==> src/rtl/load_store_unit.sv <==
// RV32I load/store unit: byte/half/word loads with extension, read-modify-write sub-word stores.
// Optional build macro LSU_MISALIGN_TRAP_EN rejects misaligned H/HU/W accesses instead of performing them.
module load_store_unit #(
    parameter int unsigned ADDR_LIMIT = 256
) (
    input  logic        clk,
    input  logic        rst_n,
    input  logic        req_valid,
    output logic        req_ready,
    input  logic        req_we,
    input  logic [2:0]  req_funct3,
    input  logic [31:0] req_addr,
    input  logic [31:0] req_wdata,
    output logic        resp_valid,
    output logic [31:0] resp_rdata,
    output logic        resp_err,
    output logic        mem_read,
    output logic        mem_write,
    output logic [31:0] mem_addr,
    output logic [31:0] mem_wdata,
    input  logic [31:0] mem_rdata
);

    localparam logic [32:0] LIMIT = 33'(ADDR_LIMIT);

    typedef enum logic [2:0] {IDLE, RD, CAP, WR, RESP} state_t;

    state_t      state;
    state_t      next_state;

    logic        we_q;
    logic        err_q;
    logic [2:0]  funct3_q;
    logic [31:0] addr_q;
    logic [31:0] wdata_q;
    logic [31:0] rdata_q;

    logic        accept;
    logic        req_err;
    logic        next_read;
    logic        next_write;
    logic [31:0] next_addr;
    logic [31:0] next_wdata;

    function automatic logic [32:0] access_size(input logic [2:0] f3);
        case (f3[1:0])
            2'b00:   access_size = 33'd1;
            2'b01:   access_size = 33'd2;
            default: access_size = 33'd4;
        endcase
    endfunction

    // Range check is done in 33 bits so an address near 2^32 cannot wrap into range.
    function automatic logic access_error(input logic we, input logic [2:0] f3,
                                          input logic [31:0] addr);
        logic bad_code;
        logic out_of_range;
        logic misaligned;
        bad_code     = (f3 == 3'b011) || (f3 == 3'b110) || (f3 == 3'b111) || (we && f3[2]);
        out_of_range = ({1'b0, addr} + access_size(f3)) > LIMIT;
`ifdef LSU_MISALIGN_TRAP_EN
        misaligned   = ((f3[1:0] == 2'b01) && addr[0]) ||
                       ((f3[1:0] == 2'b10) && (addr[1:0] != 2'b00));
`else
        misaligned   = 1'b0;
`endif
        access_error = bad_code || out_of_range || misaligned;
    endfunction

    function automatic logic [31:0] extend_load(input logic [31:0] word, input logic [2:0] f3);
        case (f3)
            3'b000:  extend_load = {{24{word[7]}}, word[7:0]};
            3'b001:  extend_load = {{16{word[15]}}, word[15:0]};
            3'b100:  extend_load = {24'd0, word[7:0]};
            3'b101:  extend_load = {16'd0, word[15:0]};
            default: extend_load = word;
        endcase
    endfunction

    function automatic logic [31:0] merge_store(input logic [31:0] old_word,
                                                input logic [31:0] data, input logic [2:0] f3);
        case (f3)
            3'b000:  merge_store = {old_word[31:8], data[7:0]};
            3'b001:  merge_store = {old_word[31:16], data[15:0]};
            default: merge_store = data;
        endcase
    endfunction

    assign accept  = req_valid && (state == IDLE);
    assign req_err = access_error(req_we, req_funct3, req_addr);

    always_comb begin
        next_state = state;
        case (state)
            IDLE: begin
                if (req_valid) begin
                    if (req_err)
                        next_state = RESP;
                    else if (req_we && (req_funct3 == 3'b010))
                        next_state = WR;
                    else
                        next_state = RD;
                end
            end
            RD:      next_state = CAP;
            CAP:     next_state = we_q ? WR : RESP;
            WR:      next_state = RESP;
            RESP:    next_state = IDLE;
            default: next_state = IDLE;
        endcase
    end

    // Memory strobes are registered from the upcoming state; sub-word merges use the word read in CAP.
    always_comb begin
        next_read  = (next_state == RD);
        next_write = (next_state == WR);
        next_addr  = 32'd0;
        next_wdata = 32'd0;
        if (next_read || next_write)
            next_addr = (state == IDLE) ? req_addr : addr_q;
        if (next_write)
            next_wdata = (state == IDLE) ? req_wdata : merge_store(mem_rdata, wdata_q, funct3_q);
    end

    always_ff @(posedge clk or negedge rst_n) begin
        if (!rst_n) begin
            state     <= IDLE;
            we_q      <= 1'b0;
            err_q     <= 1'b0;
            mem_read  <= 1'b0;
            mem_write <= 1'b0;
            mem_addr  <= 32'd0;
            mem_wdata <= 32'd0;
        end else begin
            state     <= next_state;
            mem_read  <= next_read;
            mem_write <= next_write;
            mem_addr  <= next_addr;
            mem_wdata <= next_wdata;
            if (accept) begin
                we_q  <= req_we;
                err_q <= req_err;
            end
        end
    end

    always_ff @(posedge clk) begin
        if (accept) begin
            funct3_q <= req_funct3;
            addr_q   <= req_addr;
            wdata_q  <= req_wdata;
        end
        if (state == CAP)
            rdata_q <= mem_rdata;
    end

    assign req_ready  = (state == IDLE);
    assign resp_valid = (state == RESP);
    assign resp_err   = resp_valid && err_q;
    assign resp_rdata = (resp_valid && !we_q && !err_q) ? extend_load(rdata_q, funct3_q) : 32'd0;

endmodule

==> config.mk <==
export PLATFORM = sky130hd
export DESIGN_NAME = load_store_unit
export DESIGN_NICKNAME = d
export VERILOG_FILES = /design/src/rtl/load_store_unit.sv
export SDC_FILE = /design/constraint.sdc
export NUM_CORES = 1
export LEC_CHECK = 0
export BUFFER_PORTS_ARGS = -buffer_cell sky130_fd_sc_hd__buf_2
export CAP_MARGIN = 30
export CORE_MARGIN = 8
export CORE_UTILIZATION = 44
export CTS_CLUSTER_SIZE = 20
export DETAILED_ROUTE_END_ITERATION = 10
export PLACE_DENSITY = 0.73
export SYNTH_ARGS = -nofsm -noshare
export SYNTH_HDL_FRONTEND = slang
export SYNTH_SLANG_ARGS = --single-unit
==> constraint.sdc <==
create_clock -name clk -period 4.2 [get_ports clk]
set_input_delay 0.84 -clock clk [delete_from_list [all_inputs] [get_ports clk]]
set_output_delay 0.84 -clock clk [all_outputs]
set_load 0.02 [all_outputs]
## Word-level counts from Yosys, hierarchy flattened

Index checks and enable logic that the tools add are counted.

- Multipliers: 0
- Magnitude comparators: 1
- Reduce and logical (&&, ||, !) cells: 16
- Divide/modulo/power cells: 0
- Mux-type cells: 13
- Bitwise gates (word level): 0
- Shift-type cells: 0
- Add/subtract/negate cells: 1
- Equal/unequal tests: 14

Operators by type and width:

| cell | number |
|---|---|
| two-way mux 32 bit | 5 |
| one-hot mux 32 bit (4 select lines) | 1 |
| one-hot mux 32 bit (2 select lines) | 1 |
| adder 32 x 33 -> 33 bit | 1 |
| greater-than comparator 33 x 9 -> 1 bit, second input constant | 1 |
| == test 3 x 2 -> 1 bit, second input constant | 5 |
| == test 3 bit, second input constant | 5 |
| one-hot mux 3 bit (4 select lines) | 1 |
| == test 3 x 1 -> 1 bit, second input constant | 3 |
| two-way mux 3 bit | 3 |
| logical AND 1 bit | 6 |
| zero test 3 bit | 2 |
| one-hot mux 3 bit (2 select lines) | 1 |
| logical OR 1 bit | 5 |
| == test 2 x 1 -> 1 bit, second input constant | 1 |
| zero test 1 bit | 2 |
| zero test 2 bit | 1 |
| two-way mux 2 bit | 1 |

- Memories: 0
- Memory bits (writable): 0
- Word-level logic and storage cells: 56
- Bits in registers: 170
- Latch bits: 0
- Bits in read-only memories: 0
- Input bits: 103

## Logic depth before layout (Yosys ltp)

- Depth in word-level cells: 11
- Mapped depth: 13

## Worst setup path before layout

No wires, ideal clock.

- Path type: reg2reg
- Start: register state[0]
- End: register mem_wdata[12]
- Path slack: 150 ps
- Setup time: 87 ps
- Required time: 4,113 ps
- Stages on the path, launching flop included: 9
- Data arrival time: 3,963 ps
- Period minus slack after synthesis: 4,050 ps
- Path through: dfrtp_1 > or3_1 > clkbuf_1 > inv_1 > and2_1 > clkbuf_1 > a31oi_4 > buf_4 > a211oi_2

- Word-level cells in the longest chain between the ends: 4

RTL lines:

| element | line | RTL |
|---|---|---|
| start: declaration | 28 | `state_t state;` |
| start signal: assignment | 135 | `state <= next_state;` |
| == test 3 x 2 -> 1 bit (tied with other cells) | 94 | `case (state)` |
| one-hot mux 3 bit (4 select lines) | 94 |  |
| == test 3 x 2 -> 1 bit | 116 | `next_write = (next_state == WR);` |
| two-way mux 32 bit * | 121 | `if (next_write)` |
| named net next_wdata[12] | 43 | `logic [31:0] next_wdata;` |
| end signal: assignment | 139 | `mem_wdata <= next_wdata;` |
| end: declaration | 20 | `output logic [31:0] mem_wdata,` |

The timed path passes the listed nets; every way through them passes the cells marked *.
A chain may end at the register's enable or synchronous reset.

## Worst setup path after layout

- Start: input req_funct3[0]
- End: register mem_wdata[18]

- Word-level cells in the longest chain between the ends: 10

RTL lines:

| element | line | RTL |
|---|---|---|
| start: declaration | 11 | `input logic [2:0] req_funct3,` |
| == test 2 x 1 -> 1 bit (tied with other cells) | 46 | `case (f3[1:0])` |
| one-hot mux 3 bit (2 select lines) / logical OR 1 bit (equally long branches) | 46, 59 |  |
| adder 32 x 33 -> 33 bit / logical OR 1 bit (equally long branches) | 60, 59 |  |
| greater-than comparator 33 x 9 -> 1 bit / logical OR 1 bit (equally long branches) | 60, 59 |  |
| logical OR 1 bit | 67 | `access_error = bad_code \|\| out_of_range \|\| misaligned;` |
| two-way mux 3 bit * | 97 | `if (req_err)` |
| two-way mux 3 bit * | 96 | `if (req_valid) begin` |
| one-hot mux 3 bit (4 select lines) * | 94 |  |
| == test 3 x 2 -> 1 bit * | 116 |  |
| two-way mux 32 bit * | 121 |  |
| named net next_wdata[18] | 43 |  |

Marked as above.

==> results_tabular.tex <==
\begin{tabular}{lr}
\hline
Metric & Value \\
\hline
\multicolumn{2}{l}{\textbf{Logic synthesis}} \\
Largest cells by area after synthesis & edfxtp\_1, dfrtp\_1, a21oi\_1 \\
Average cell area after synthesis & about 12 µm² \\
Post-synthesis sequential area ratio & 0.643 \\
Number of unique standard cell types used by synthesis & 62 \\
Cell type with the highest aggregate area in the netlist & edfxtp\_1 \\
Number of flops mapped to enable cells by yosys & between 90 and 100 \\
List of most frequent post-synthesis cells & edfxtp\_1, nand2\_1, dfrtp\_1, a21oi\_1, nor2\_1 \\
Most instantiated library cell after synthesis & edfxtp\_1 \\
Nets in the synthesized netlist & just over 700 \\
Number of instances in the synthesized netlist & 609 \\
Synth top area share & 0.403 \\
Prevailing post-synth register cell & edfxtp\_1 \\
Fraction of synthesis flops using an asynchronous set or reset pin & 0.418 \\
Number of synthesized register bits & 170 \\
Synthesized cell area & 0.00738 mm² \\
Number of synthesis warnings & 0 \\
\multicolumn{2}{l}{\textbf{Worst setup path}} \\
Worst reg2reg path depth & 4 \\
Worst flop-to-flop path startpoint & state[0] \\
Largest stage delay on the critical path & 0.55 ns \\
Required time worst endpoint & 4.52 ns \\
Path type of the worst setup path & in -> reg \\
Critical R2R Capture & addr\_q[27] \\
Worst Path Arrival & roughly 4 ns \\
Reg2Reg Setup Slack & around 1.9 ns \\
Maximum fanout encountered on the critical timing path & 33 \\
Crit end category & flop \\
Cell repeated most along the worst path & a211oi\_2 \\
CP Launch Type & input port \\
Worst-path cell with the longest stage delay & a211oi\_2 \\
Number of buffer and inverter stages on the critical path & 2 \\
Top delay family on crit path & compound AO/OA/AOI/OAI gates \\
Ordered cell list for the critical path & buf\_2 > nor2b\_1 > ha\_1 > a21oi\_1 > a211oi\_2 > nand2\_1 > o311ai\_0 > nand4\_1 > nor4\_4 > a31oi\_4 > buf\_12 > a211oi\_2 \\
\multicolumn{2}{l}{\textbf{Floorplanning}} \\
Core Footprint & roughly 0.016 mm² \\
Die area & 0.0212 mm² \\
Vert. Die Dim & 146 µm \\
Width of the die & $\sim$150 µm \\
Boundary Pins & $\sim$200 \\
Number of rows created at floorplan & 47 \\
Starting density of the core & 0.448 \\
\multicolumn{2}{l}{\textbf{Final layout}} \\
Sequential standard cell area & 0.00475 mm² \\
Multi-input combinational cell area & 0.00243 mm² \\
Total of fill cells in the finished design & 1396 \\
Diodes inserted & 0 \\
Post-layout net count & 920 \\
Share of layout cells above drive strength 1 & 0.347 \\
Final Core Density & 0.563 \\
P\&R area growth vs syn & 25.6\% \\
\multicolumn{2}{l}{\textbf{Placed design}} \\
GPL Wtd Cong & roughly 0.86 \\
Number of buffers added on ports & between 200 and 250 \\
HPWL reported at the end of detailed placement & $\sim$13000 µm \\
\multicolumn{2}{l}{\textbf{Routing}} \\
Drt first pass iters & 5 \\
Number of vias in the routed layout & between 5000 and 6000 \\
Drt first-iter violations & 346 \\
Via-per-instance ratio & 5.30 \\
Final routed DRC violation total & 0 \\
Final wirelength & $\sim$19000 µm \\
ANT nets after route & 0 \\
Drt wl/cell & 17.9 µm \\
\multicolumn{2}{l}{\textbf{STA}} \\
Skew final & 0.00876 ns \\
Slew @ Worst Pin & between 0.6 and 0.7 ns \\
RSZ-0062 raised after global routing & no \\
Period utilization & 0.870 \\
Endpoints failing hold & 0 \\
Max frequency & between 200 and 300 MHz \\
Max-slew violation count & 0 \\
Post-layout min period & 3.65 ns \\
Normalized max-slew margin & 0.572 \\
Final sum of negative setup slack & 0 ns \\
Number of failing setup endpoints in the final timing report & 0 \\
\multicolumn{2}{l}{\textbf{Clock tree}} \\
Total number of H-tree levels & 4 \\
Clock-pin slew of the registers on the worst-case setup and hold paths & approximately 0.070 ns \\
Number of hold-repair buffers added at the cts stage & 0 \\
CTS root buf & clkbuf\_16 \\
Buffer depth of the longest clock path & 2 \\
Post-CTS Repair Setup Buffers & 0 \\
CTS tree & built \\
Post-CTS Resized & 0 \\
Insertion delay to the later sink of the worst-skew pair & 0.42 ns \\
Number of CTS-inserted buffers & 17 \\
Clk sink count & 170 \\
\multicolumn{2}{l}{\textbf{Status}} \\
Outcome & finished clean \\
\multicolumn{2}{l}{\textbf{Global route}} \\
First-pass GRT wire length & a little over 30000 µm \\
Number of global-route vias before repair & between 5000 and 6000 \\
Largest net degree at the start of global routing & 72 \\
Overall global routing resource usage & 0.179 \\
Initial antenna violation count & 0 \\
Sum of overflow across all layers after global routing & 0 \\
\multicolumn{2}{l}{\textbf{Power}} \\
Power per unit of standard cell area & 386 mW/mm² \\
Worst supply voltage drop on vdd & about 250 µV \\
Leakage & $\sim$4.2 nW \\
\multicolumn{2}{l}{\textbf{Flow run}} \\
Maxcap violations & 0 \\
\multicolumn{2}{l}{\textbf{Min path}} \\
Hold crit path type & in -> async \\
\hline
\end{tabular}
registers in the layout, indices dropped and copies added (netlist names):
signal and flops:
we_q 1, addr_q 32, mem_addr 32, funct3_q 3
rdata_q 32, mem_wdata 32, wdata_q 32, mem_write 1
state 3, err_q 1, mem_read 1
worst max-delay path by stage:
| stage | startpoint | to | slack (ns) | cells past startpoint |
|---|---|---|---|---|
| CTS | req_funct3[1] | mem_wdata[18] | 0.60 | 13 |
| global route | req_funct3[0] | mem_wdata[1] | 0.34 | 12 |
| finish | req_funct3[0] | mem_wdata[18] | 0.55 | 12 |
| floorplan | state[0] | mem_wdata[12] | 0.15 | 8 |
| detailed placement | req_funct3[0] | mem_wdata[18] | 0.15 | 12 |
| global placement | req_funct3[1] | mem_wdata[0] | 0.30 | 13 |
through the flow:
| stage | instances | power (mW) | setup slack, ns | instance area [µm²] | hold slack (ns) |
|---|---|---|---|---|---|
| floorplan | 609 | 2.00 | 0.150 | 7380 | 0.475 |
| global placement | 1010 | 2.13 | 0.304 | 8640 | 0.493 |
| detailed placement | 1012 | 2.14 | 0.148 | 8690 | 0.502 |
| CTS | 1044 | 3.62 | 0.601 | 9240 | 0.513 |
| global route | 1046 | 3.72 | 0.345 | 9270 | 0.377 |
| finish | 1046 | 3.58 | 0.545 | 9270 | 0.368 |
cells in the final DEF, fill, tap and decap left out, types with 5 or more instances in the layout:
cell type	Yosys	final
a21oi_1	67	67
mux2i_1	26	26
nor2_1	58	57
dfrtp_1	71	71
nor3_1	8	8
a211oi_2	25	25
edfxtp_1	99	99
inv_1	23	23
and3_1	8	8
and2_1	12	11
buf_2	3	202
nand2_1	82	82
buf_4	2	8
nand4_1	9	9
nor3_2	5	5
clkbuf_16	0	17
nand3_1	11	11
a21o_1	5	5
cell type report:
cell class	count	share of cell area
Sequential cell	170	0.512
Multi-Input combinational cell	386	0.262
Timing Repair Buffer	215	0.127
Clock buffer	22	0.0501
Tap cell	220	0.0297
Clock inverter	10	0.00999
Inverter	23	0.00931
cells by family after synthesis:
| logic type | Yosys count | synth area share |
|---|---|---|
| compound gates | 131 | 0.131 |
| xor+xnor | 2 | 0.00237 |
| fa+ha+maj | 4 | 0.00780 |
| buf+inv | 53 | 0.0295 |
| flops | 170 | 0.643 |
| mux | 28 | 0.0383 |
| simple gates | 221 | 0.148 |
per-layer routing:
layer | share of wire | track usage | vias to the layer above
li1 | - | - | 2624
met1 | 0.42 | 0.213 | 2684
met2 | 0.50 | 0.303 | 214
met3 | 0.063 | 0.0513 | 22
met4 | 0.016 | 0.0645 | 0
met5 | 0 | 0 | -
worst register-to-register path, cell delays in order, from the launching register on:
cell     delay, ns
dfrtp_1       0.43
or3_4         0.40
inv_1         0.08
and2_4        0.46
buf_4         0.54
report_power, final:
group | internal (mW) | total (mW) | leakage, nW | switching (mW)
combinational | 0.0948 | 0.276 | 2.05 | 0.181
clock | 0.848 | 1.47 | 0.265 | 0.623
sequential | 1.82 | 1.83 | 1.91 | 0.0143
No activity file was read; power rests on OpenSTA's default activity.
